**src/rtl/rgb_matrix_scan.sv**
```systemverilog
`default_nettype none
// ============================================================================
//  Module   : rgb_matrix_scan
//  Purpose  : Row/column scan controller for a 16x16 RGB LED panel. Shifts one
//             row of R/G/B bits, latches it, then displays it with OE_N low.
//  Revision : 1.0 - initial release
// ============================================================================
module rgb_matrix_scan #(
  parameter int CLK_DIV      = 1,
  parameter int BLANK_CYCLES = 2,
  parameter int ON_CYCLES    = 4
) (
  input  logic       i_clk,
  input  logic       i_rst,
  input  logic       i_en,
  input  logic       i_r_in,
  input  logic       i_g_in,
  input  logic       i_b_in,
  output logic [3:0] o_col_sel,
  output logic [3:0] o_row_sel,
  output logic [3:0] o_row_addr,
  output logic       o_r_out,
  output logic       o_g_out,
  output logic       o_b_out,
  output logic       o_sclk,
  output logic       o_latch,
  output logic       o_oe_n,
  output logic       o_frame_done
);

  localparam logic [15:0] c_DIV_LAST   = 16'(CLK_DIV - 1);
  localparam logic [15:0] c_BLANK_LAST = 16'(BLANK_CYCLES - 1);
  localparam logic [15:0] c_ON_LAST    = 16'(ON_CYCLES - 1);

  typedef enum logic [2:0] {
    S_IDLE    = 3'd0,
    S_SHIFT   = 3'd1,
    S_BLANK   = 3'd2,
    S_LATCH   = 3'd3,
    S_DISPLAY = 3'd4
  } state_t;

  state_t      r_state, w_state;
  logic [15:0] r_cnt,   w_cnt;
  logic        r_phase, w_phase;
  logic [3:0]  r_col,   w_col;
  logic [3:0]  r_row,   w_row;
  logic [3:0]  r_addr,  w_addr;
  logic        r_r,     w_r;
  logic        r_g,     w_g;
  logic        r_b,     w_b;
  logic        r_sclk,  w_sclk;
  logic        r_latch, w_latch;
  logic        r_oe_n,  w_oe_n;
  logic        r_done,  w_done;

  always_ff @(posedge i_clk or posedge i_rst) begin
    if (i_rst) begin
      r_state <= S_IDLE;
      r_cnt   <= '0;
      r_phase <= 1'b0;
      r_col   <= '0;
      r_row   <= '0;
      r_addr  <= '0;
      r_r     <= 1'b0;
      r_g     <= 1'b0;
      r_b     <= 1'b0;
      r_sclk  <= 1'b0;
      r_latch <= 1'b0;
      r_oe_n  <= 1'b1;
      r_done  <= 1'b0;
    end else begin
      r_state <= w_state;
      r_cnt   <= w_cnt;
      r_phase <= w_phase;
      r_col   <= w_col;
      r_row   <= w_row;
      r_addr  <= w_addr;
      r_r     <= w_r;
      r_g     <= w_g;
      r_b     <= w_b;
      r_sclk  <= w_sclk;
      r_latch <= w_latch;
      r_oe_n  <= w_oe_n;
      r_done  <= w_done;
    end
  end

  always_comb begin
    w_state = r_state;
    w_cnt   = r_cnt;
    w_phase = r_phase;
    w_col   = r_col;
    w_row   = r_row;
    w_addr  = r_addr;
    w_r     = r_r;
    w_g     = r_g;
    w_b     = r_b;
    w_sclk  = r_sclk;
    w_latch = 1'b0;
    w_oe_n  = r_oe_n;
    w_done  = 1'b0;

    case (r_state)
      S_IDLE: begin
        w_oe_n = 1'b1;
        w_sclk = 1'b0;
        if (i_en) begin
          w_state = S_SHIFT;
          w_cnt   = '0;
          w_phase = 1'b0;
          w_r     = i_r_in;
          w_g     = i_g_in;
          w_b     = i_b_in;
        end
      end

      S_SHIFT: begin
        if (r_cnt == c_DIV_LAST) begin
          w_cnt = '0;
          if (!r_phase) begin
            w_sclk  = 1'b1;
            w_col   = r_col + 4'd1;
            w_phase = 1'b1;
          end else begin
            w_sclk  = 1'b0;
            w_phase = 1'b0;
            // Column select has already wrapped to 0 after column 15's rise.
            if (r_col == 4'd0) begin
              w_state = S_BLANK;
            end else begin
              w_r = i_r_in;
              w_g = i_g_in;
              w_b = i_b_in;
            end
          end
        end else begin
          w_cnt = r_cnt + 16'd1;
        end
      end

      S_BLANK: begin
        if (r_cnt == c_BLANK_LAST) begin
          w_cnt   = '0;
          w_state = S_LATCH;
          w_latch = 1'b1;
          w_addr  = r_row;
        end else begin
          w_cnt = r_cnt + 16'd1;
        end
      end

      S_LATCH: begin
        w_state = S_DISPLAY;
        w_oe_n  = 1'b0;
        w_cnt   = '0;
      end

      S_DISPLAY: begin
        if (r_cnt == c_ON_LAST) begin
          w_cnt  = '0;
          w_oe_n = 1'b1;
          w_row  = r_row + 4'd1;
          w_done = (r_row == 4'd15);
          if (i_en) begin
            w_state = S_SHIFT;
            w_phase = 1'b0;
            w_r     = i_r_in;
            w_g     = i_g_in;
            w_b     = i_b_in;
          end else begin
            w_state = S_IDLE;
          end
        end else begin
          w_cnt = r_cnt + 16'd1;
        end
      end

      default: begin
        w_state = S_IDLE;
        w_oe_n  = 1'b1;
        w_sclk  = 1'b0;
      end
    endcase
  end

  assign o_col_sel    = r_col;
  assign o_row_sel    = r_row;
  assign o_row_addr   = r_addr;
  assign o_r_out      = r_r;
  assign o_g_out      = r_g;
  assign o_b_out      = r_b;
  assign o_sclk       = r_sclk;
  assign o_latch      = r_latch;
  assign o_oe_n       = r_oe_n;
  assign o_frame_done = r_done;

endmodule
`default_nettype wire

```
**config.mk**
```make
export PLATFORM = sky130hd
export DESIGN_NAME = rgb_matrix_scan
export DESIGN_NICKNAME = d
export VERILOG_FILES = /design/src/rtl/rgb_matrix_scan.sv
export SDC_FILE = /design/constraint.sdc
export NUM_CORES = 1
export LEC_CHECK = 0
export BUFFER_PORTS_ARGS = -buffer_cell sky130_fd_sc_hd__buf_2
export CORE_MARGIN = 3
export CORE_UTILIZATION = 35
export DETAILED_ROUTE_END_ITERATION = 10
export HOLD_SLACK_MARGIN = 0.08
export PLACE_DENSITY_LB_ADDON = 0.2
export SLEW_MARGIN = 15
export SYNTH_ARGS = -nofsm -noshare
export SYNTH_HDL_FRONTEND = slang
export SYNTH_SLANG_ARGS = --single-unit
export TNS_END_PERCENT = 30
```
**constraint.sdc**
```tcl
create_clock -name i_clk -period 5.6 [get_ports i_clk]
set_input_delay 0 -clock i_clk [delete_from_list [all_inputs] [get_ports i_clk]]
set_output_delay 0 -clock i_clk [all_outputs]
set_load 0.03 [all_outputs]
```
==> results of run 1 <==
-- cell type report --
class / instances / area (sq um) / area share, %
multi-input cells: 147 / 1035 / 42.78
flip-flops and latches: 39 / 977.2 / 40.40
repair buffers: 30 / 177.7 / 7.346
well taps: 72 / 90.09 / 3.725
clock buffers: 5 / 68.82 / 2.845
clock inverters: 3 / 43.79 / 1.811
inverters: 7 / 26.28 / 1.086
-- cells in the final DEF, fill, tap and decap left out, types with 6 or more instances in the layout --
| cell | n |
|---|---|
| buf_2 | 24 |
| dfrtp_1 | 38 |
| ha_1 | 6 |
| inv_1 | 7 |
| mux2_2 | 8 |
| nand2_1 | 12 |
| nand3_1 | 6 |
| nand4_1 | 11 |
| nor2_1 | 25 |
| o21ai_0 | 8 |
| xnor2_1 | 9 |
| xor2_1 | 9 |
-- final timing paths --
check | from | end | depth (start not counted)
max in group asynchronous | i_rst | o_oe_n | 4
setup / recovery | r_cnt[7] | r_cnt[2] | 5
hold / removal | i_rst | o_frame_done | 4
hold reg to reg | o_col_sel[3] | o_col_sel[3] | 1
setup reg to reg | r_cnt[7] | r_cnt[2] | 5
min in group i_clk | i_g_in | o_g_out | 3
-- what timing repair did --
action                                 CTS  global route
endpoints found under the hold margin   42             0
gates resized for setup                  0             0
hold buffers                             5             0
-- cell families after synthesis --
family                     Yosys count
buffers and inverters               16
muxes                               10
xor gates and xnor gates            18
AOI/OAI and AO/OA                   25
adders and majority gates            6
DFF                                 39
and+or+nand+nor                     88
-- metrics by stage --
stage	hold WS, ns	setup slack, ns	power [W]	util (%)
3_5_place_dp	0.1543	3.082	0.0009155	40.23
5_1_grt	0.4195	2.886	0.001230	43.13
2_1_floorplan	0.1506	3.364	0.0007963	-
3_3_place_gp	0.1539	3.152	0.0009112	40.23
4_1_cts	0.3708	3.076	0.001160	43.13
6_report	0.3511	3.096	0.001142	43.13
-- routing by layer --
metal  vias up  share of wire [%]
met4         0                1.9
met3         8                3.3
li1        769                  -
met2        24                 48
met5         -                  0
met1       766                 47
-- Yosys cell counts (4+ instances only) --
cell type	number	area share, %
nand3_1	6	1.4
dfrtp_1	38	46
inv_1	7	1.3
ha_1	6	3.6
xor2_1	9	3.8
clkbuf_1	6	1.1
nor2_1	25	4.5
a21oi_1	4	0.96
nand4_1	11	3.3
nand2_1	12	2.2
o21ai_0	8	1.9
mux2_2	8	4.3
nor3_1	4	0.96
xnor2_1	9	3.8
-- registers in the layout (all words and copies together) (netlist names) --
signal        count
o_sclk            1
o_latch           1
o_b_out           1
o_oe_n            1
r_phase           1
o_frame_done      1
o_col_sel         4
r_cnt            16
o_g_out           1
o_row_addr        4
r_state           3
o_row_sel         4
o_r_out           1
-- where the power goes --
part / switching [W] / total [W] / internal, W
logic: 0.000293 / 0.000475 / 0.000182
registers: 0.0000805 / 0.000430 / 0.000349
clock network: 0.000104 / 0.000237 / 0.000133
total: 0.000478 / 0.00114 / 0.000664
-- worst min-delay path, stage by stage --
cell and delay, ns:
dlygate4sd3_1 0.53, buf_2 0.12, inv_1 0.04, buf_4 0.42
==> flow_summary.ini, run 1 <==
[die]
die_area_sq_um = 6891
die-height_um = 83.01
coreArea_sq_um = 5608
ios = 25
row_count = 27
die_width_um = 83.01
initial_core_util_pct = 37.01

[synth]
synthXorXnorAreaFrac_pct = 7.595
synth_compound_area_share_pct = 7.715
ys_seq_area_share_pct = 47.08
synthFlopType = dfrtp_1
ys_async_sr_fraction_pct = 100.0
yosys_warnings = 0
synth_mux_area_share_pct = 5.365
syn_area_sq_um = 2076
synth_edf_count = 0
synthAdderAreaFrac_pct = 3.617
synth_area_per_cell_sq_um = 10.28
synth_seq_cells = 39
synth-simple-area-share_pct = 25.56
synthDistinctLibCells = 45
synthCells = 202
syn_nets = 214
synth_top_family_by_area = simple AND/OR/NAND/NOR gates

[timing]
drv_slew = 0
period_share_pct = 44.72
hold_viol = 0
finClkSkew_ns = 0.007065
worst_slew_pin_slew_ns = 1.003
finalSetupViolCount = 0
relSlewSlack_pct = 32.52
max_freq_ghz = 0.3993
fin_tns_setup_ns = 0
period_needed_ns = 2.504
rsz0062_at_grt = false

[critical_path]
cpLargestDelayFamily = simple AND/OR/NAND/NOR gates
cpMaxStageDelayCell = nor3b_2
crit_path_end_kind = register
worstPathArrival_ns = 2.64
path_buf_inv = 0
crit_path_max_incr_delay_ns = 0.70
path_cells = nor4_4 -> nand4_1 -> a22o_1 -> nor3b_2 -> nor3_1
cp-start-kind = register
cp_max_fo = 13
critical_path_class = reg2reg
rrSetupSlack_ns = 3.10
worst_ep_required_time_ns = 5.74

[power_and_ir_drop]
powerDensity_nw_per_um2 = 472.2
power_leakage_nw = 1.092
peakVddDrop_uv = 265.5

[finish]
fill_cells = 573
final_area_sq_um = 2419
area_growth_pct = 16.52
finalNonFillerCells = 303
antenna_cells = 0
drive_gt1_share_pct = 21.21
nets = 242

[place]
gp_congestion = 0.7690
port_buffers = 24
placed_cells = 290
dp_hpwl_mm = 2.949
placed_area_sq_um = 2256

[grt]
track_usage_pct = 13.24
grt_pass1_wl_mm = 7.479
antenna_found_initial = 0
grt_max_degree = 40
grt_pass1_vias = 1554
use_met2_pct = 20.92
gr-total-overflow = 0
grt_use_met3_pct = 3.075
grtUsageMet1_pct = 17.47
busiest_layer = met2

[status]
status = completed

[clock_network]
clkSinkCount = 39
post_cts_buffers = 0
clockBufferDepth = 2
clk_latency_ns = 0.30
clk_pin_slew_ns = 0.08
htree_levels = 2
numCtsBuffers = 5
root_buffer = clkbuf_8
cts_tree = built

[worst_hold_path]
min_path_type = in2async

[job]
drv_cap = 0

[detailed_routing]
first_pass_iters = 4
vias = 1567
drt_iter0_markers = 80
drt-wirelength-per-cell_um = 13.86
wl_mm = 4.199
via_per_inst = 5.172
drtAntennaViolNets = 0
drc = 0
Power figures use the tool's default switching activity.
==> inputs of run 2 (changes only) <==
clock period = 2.4 ns   (was 5.6 ns; I/O delays follow)
==> flow_summary.ini, run 2 (synthesis results as in run 1) <==
[status]
status = completed

[detailed_routing]
via_per_inst = 5.000
wl_mm = 4.200
drc = 0
drt_iter0_markers = 62
vias = 1555
drtAntennaViolNets = 0
first_pass_iters = 4
drt-wirelength-per-cell_um = 13.50

[die]
die_width_um = 83.01
ios = 25
row_count = 27
die-height_um = 83.01
initial_core_util_pct = 37.01
coreArea_sq_um = 5608
die_area_sq_um = 6891

[critical_path]
worstPathArrival_ns = 2.40
cpLargestDelayFamily = simple AND/OR/NAND/NOR gates
cp_max_fo = 7
critical_path_class = reg2reg
worst_ep_required_time_ns = 2.58
crit_path_max_incr_delay_ns = 0.51
crit_path_end_kind = register
r2r_cells = 5
r2r_end = r_state[0]
r2r-start = r_cnt[7]
path_buf_inv = 0
rrSetupSlack_ns = 0.17
cpMaxStageDelayCell = or4_1
cp-start-kind = register
path_cells = nor4_4 -> nand3_1 -> or4_1 -> a31oi_1 -> mux2_1

[clock_network]
clk_latency_ns = 0.29
clockBufferDepth = 2
root_buffer = clkbuf_8
clk_pin_slew_ns = 0.08
cts_resized = 0
htree_levels = 2
clkSinkCount = 39
post_cts_buffers = 0
numCtsBuffers = 5
cts_tree = built

[timing]
finalSetupViolCount = 0
finClkSkew_ns = 0.009507
fin_tns_setup_ns = 0
fin_ws_ns = 0.1745
rsz0062_at_grt = false
hold_viol = 0
period_share_pct = 92.73
relSlewSlack_pct = 36.68
worst_slew_pin_slew_ns = 0.9412
drv_slew = 0
max_freq_ghz = 0.4493
period_needed_ns = 2.226

[power_and_ir_drop]
pwr-share-seq_pct = 35.4
switchingPower_w = 0.001117
internal-power_w = 0.001638
powerDensity_nw_per_um2 = 1110
peakVddDrop_uv = 550.1
sw_frac_of_total_pct = 40.53
power_leakage_nw = 1.135
comb_power_share_pct = 44.0
p_total_w = 0.002755
clkPwrFrac_pct = 20.6

[place]
gp_congestion = 0.7513
dp_slack_ns = 0.1988
port_buffers = 24
dp_hpwl_mm = 2.970

[grt]
antenna_found_initial = 0
grt_max_degree = 40
grt_pass1_wl_mm = 7.514
track_usage_pct = 13.24
grt_pass1_vias = 1537
gr-total-overflow = 0

[worst_hold_path]
whs_path_depth = 3
min_from = i_en
min_to = r_state[1]
min_path_type = in2reg

[finish]
top_register = r_cnt
antenna_cells = 0
fill_cells = 559
nets = 250
final_cell_mix = 38 x dfrtp_1, 25 x nor2_1, 24 x buf_2, 12 x nand2_1, 11 x nand4_1
layout_commonest_cell = dfrtp_1
largest_reg_flops = 16
drive_gt1_share_pct = 24.27
multi_input_area_sq_um = 1035
seq_area_sq_um = 977.2
area_growth_pct = 19.53

[job]
drv_cap = 0
## run 2: cell count changes in the layout (fill, tap and decap cells not counted), sizes merged
| cell | previous run | this run |
|---|---|---|
| buf | 25 | 34 |
| clkbuf | 5 | 6 |
| clkinv | 2 | 1 |
| dlygate4sd3 | 5 | 4 |
## run 2: layout make-up
| type | count | share of cell area [%] |
|---|---|---|
| Clock buffer | 6 | 3.328 |
| Multi-Input combinational cell | 147 | 41.70 |
| Sequential cell | 39 | 39.38 |
| Timing Repair Buffer | 38 | 9.481 |
| Tap cell | 72 | 3.631 |
| Clock inverter | 2 | 1.412 |
| Inverter | 7 | 1.059 |
## run 2: worst max path at each step
| stage | startpoint | endpoint | cells after the start |
|---|---|---|---|
| after global placement | r_cnt[7] | r_state[0] | 5 |
| after CTS | o_col_sel[0] | r_state[0] | 6 |
| after floorplan | o_col_sel[0] | r_state[0] | 6 |
| after global routing | r_cnt[7] | r_state[0] | 5 |
| final | r_cnt[7] | r_state[0] | 5 |
| after detailed placement | r_cnt[7] | r_state[0] | 5 |
## run 2: timing repair
| item | in CTS | in global routing |
|---|---|---|
| endpoints found under the hold margin | 41 | 0 |
| setup endpoints to repair | 0 | 0 |
| hold buffers | 4 | 0 |
## run 2: stage by stage
| stage | utilization (%) | hold slack, ns | instances | cell area [sq um] |
|---|---|---|---|---|
| 6_report | 44.24 | 0.09871 | 311 | 2481 |
| 5_1_grt | 44.24 | 0.09930 | 311 | 2481 |
| 4_1_cts | 44.24 | 0.08506 | 311 | 2481 |
| 3_5_place_dp | 41.43 | 0.1486 | 299 | 2323 |
| 3_3_place_gp | 41.43 | 0.1514 | 299 | 2323 |
| 2_1_floorplan | - | 0.1506 | 202 | 2076 |
## run 2: worst register-to-register path, stage by stage (launching register included)
cell	delay, ns
dfrtp_1	0.46
nor4_4	0.45
nand3_1	0.14
or4_1	0.51
a31oi_1	0.21
mux2_1	0.34
## run 2: power by group through the flow
stage               Combinational [W]  Clock (W)  Sequential, W
finish                        0.00121   0.000567       0.000975
global route                  0.00135   0.000625        0.00101
CTS                           0.00123   0.000592       0.000979
detailed placement            0.00122          0       0.000991
global placement              0.00122          0       0.000987
floorplan                    0.000730          0        0.00113
## run 2: routing by layer
metal	vias to the layer above	part of all wire (%)	track usage [%]
met2	32	47	21.06
met4	0	0.64	3.566
met1	737	49	17.79
met3	2	3.7	3.571
li1	784	-	-
met5	-	0	0
==> inputs of run 3 (changes only) <==
CORE_ASPECT_RATIO = 1.25   (was default)
==> flow_summary.ini, run 3 (synthesis results as in run 1) <==
[status]
status = completed

[clock_network]
clk_latency_ns = 0.30
cts_tree = built
cts_resized = 0
clockBufferDepth = 2
clkSinkCount = 39
root_buffer = clkbuf_8
htree_levels = 2
cts_hold_buf = 4
clk_pin_slew_ns = 0.08
numCtsBuffers = 5
post_cts_buffers = 0

[finish]
final_util_pct = 43.94
top_register = r_cnt
nets = 252
antenna_cells = 0
final_cell_mix = 38 x dfrtp_1, 25 x nor2_1, 24 x buf_2, 12 x nand2_1, 12 x buf_4
area_growth_pct = 18.38
layout_commonest_cell = dfrtp_1
final_area_sq_um = 2457
drive_gt1_share_pct = 24.90
largest_reg_flops = 16
fill_cells = 544

[critical_path]
crit_path_end_kind = register
critical_path_class = reg2reg
r2r-start = o_col_sel[0]
worst_ep_required_time_ns = 2.58
cp-start-kind = register
r2r_cells = 6
crit_path_max_incr_delay_ns = 0.45
crit_start = o_col_sel[0]
path_cells = inv_1 -> ha_1 -> or3b_2 -> or4_1 -> a31oi_1 -> mux2_1
rrSetupSlack_ns = 0.18
cp_max_fo = 4
cpMaxStageDelayCell = or3b_2
worstPathArrival_ns = 2.40
worstSetupEndpoint = r_state[0]
r2r_end = r_state[0]

[timing]
fin_hold_ws_ns = 0.1003
rsz0062_at_grt = false
drv_slew = 0
worst_slew_pin_slew_ns = 1.005
period_needed_ns = 2.219
finalSetupViolCount = 0
max_freq_ghz = 0.4506
fin_tns_setup_ns = 0
finClkSkew_ns = 0.01072
relSlewSlack_pct = 32.41
fin_ws_ns = 0.1808
hold_viol = 0
period_share_pct = 92.47

[grt]
grt_use_met3_pct = 3.399
grt_pass1_wl_mm = 7.783
antenna_found_initial = 0
gr-total-overflow = 0
track_usage_pct = 14.54
grtUsageMet1_pct = 17.41
busiest_layer = met2
use_met2_pct = 24.27
grt_pass1_vias = 1642
grt_max_degree = 40

[detailed_routing]
via_per_inst = 5.223
drt-wirelength-per-cell_um = 14.59
drtAntennaViolNets = 0
drc = 0
drt_iter0_markers = 47
first_pass_iters = 4
vias = 1593
wl_mm = 4.450

[die]
initial_core_util_pct = 37.11
die-height_um = 92.10
row_count = 30
coreArea_sq_um = 5593
ios = 25
die_width_um = 74.88
die_area_sq_um = 6896

[place]
dp_slack_ns = 0.1937
placed_area_sq_um = 2328
port_buffers = 24
gp_congestion = 0.7935
dp_hpwl_mm = 3.259

[worst_hold_path]
min_path_type = in2reg

[power_and_ir_drop]
powerDensity_nw_per_um2 = 1082
peakVddDrop_uv = 636.7
power_leakage_nw = 1.124

[job]
drv_cap = 0
## run 3: how the worst min path moves through the flow
stage,end,slack [ns],depth (start not counted),startpoint
after floorplan,o_b_out,0.15,1,i_b_in
after global placement,o_row_addr[2],0.15,3,i_rst
after detailed placement,o_row_addr[2],0.15,3,i_rst
after CTS,r_state[1],0.09,3,i_en
after global routing,r_state[1],0.13,3,i_en
final,r_state[1],0.10,3,i_en
## run 3: cell type report
| cell class | count | area [sq um] | area share, % |
|---|---|---|---|
| Timing Repair Buffer | 40 | 250.2 | 10.18 |
| Inverter | 7 | 26.28 | 1.069 |
| Clock buffer | 5 | 68.82 | 2.800 |
| Sequential cell | 39 | 977.2 | 39.77 |
| Multi-Input combinational cell | 147 | 1035 | 42.11 |
| Tap cell | 64 | 80.08 | 3.259 |
| Clock inverter | 3 | 20.02 | 0.8147 |
## run 3: power breakdown
group	switching, W	internal, W
logic	0.000750	0.000494
registers	0.000146	0.000816
clock network	0.000251	0.000202
## run 3: metal layers
metal	up-vias	share of wire (%)
li1	792	-
met1	766	43
met2	24	51
met3	11	3.5
met4	0	2.4
met5	-	0
## run 3: worst max-delay path, delay by kind of cell, from the launching register on
kind / cells / cell delay, ns
buffers and inverters: 1 / 0.11
flip-flops: 1 / 0.42
AO/OA/AOI/OAI: 1 / 0.21
AND/OR/NAND/NOR: 2 / 0.88
multiplexers: 1 / 0.33
adder cells (fa/ha/maj): 1 / 0.15
## run 3: through the flow
step           total power (W)  cells
2_1_floorplan         0.001858    202
3_3_place_gp          0.002226    293
3_5_place_dp          0.002231    293
4_1_cts               0.002704    305
5_1_grt               0.002887    305
6_report              0.002660    305
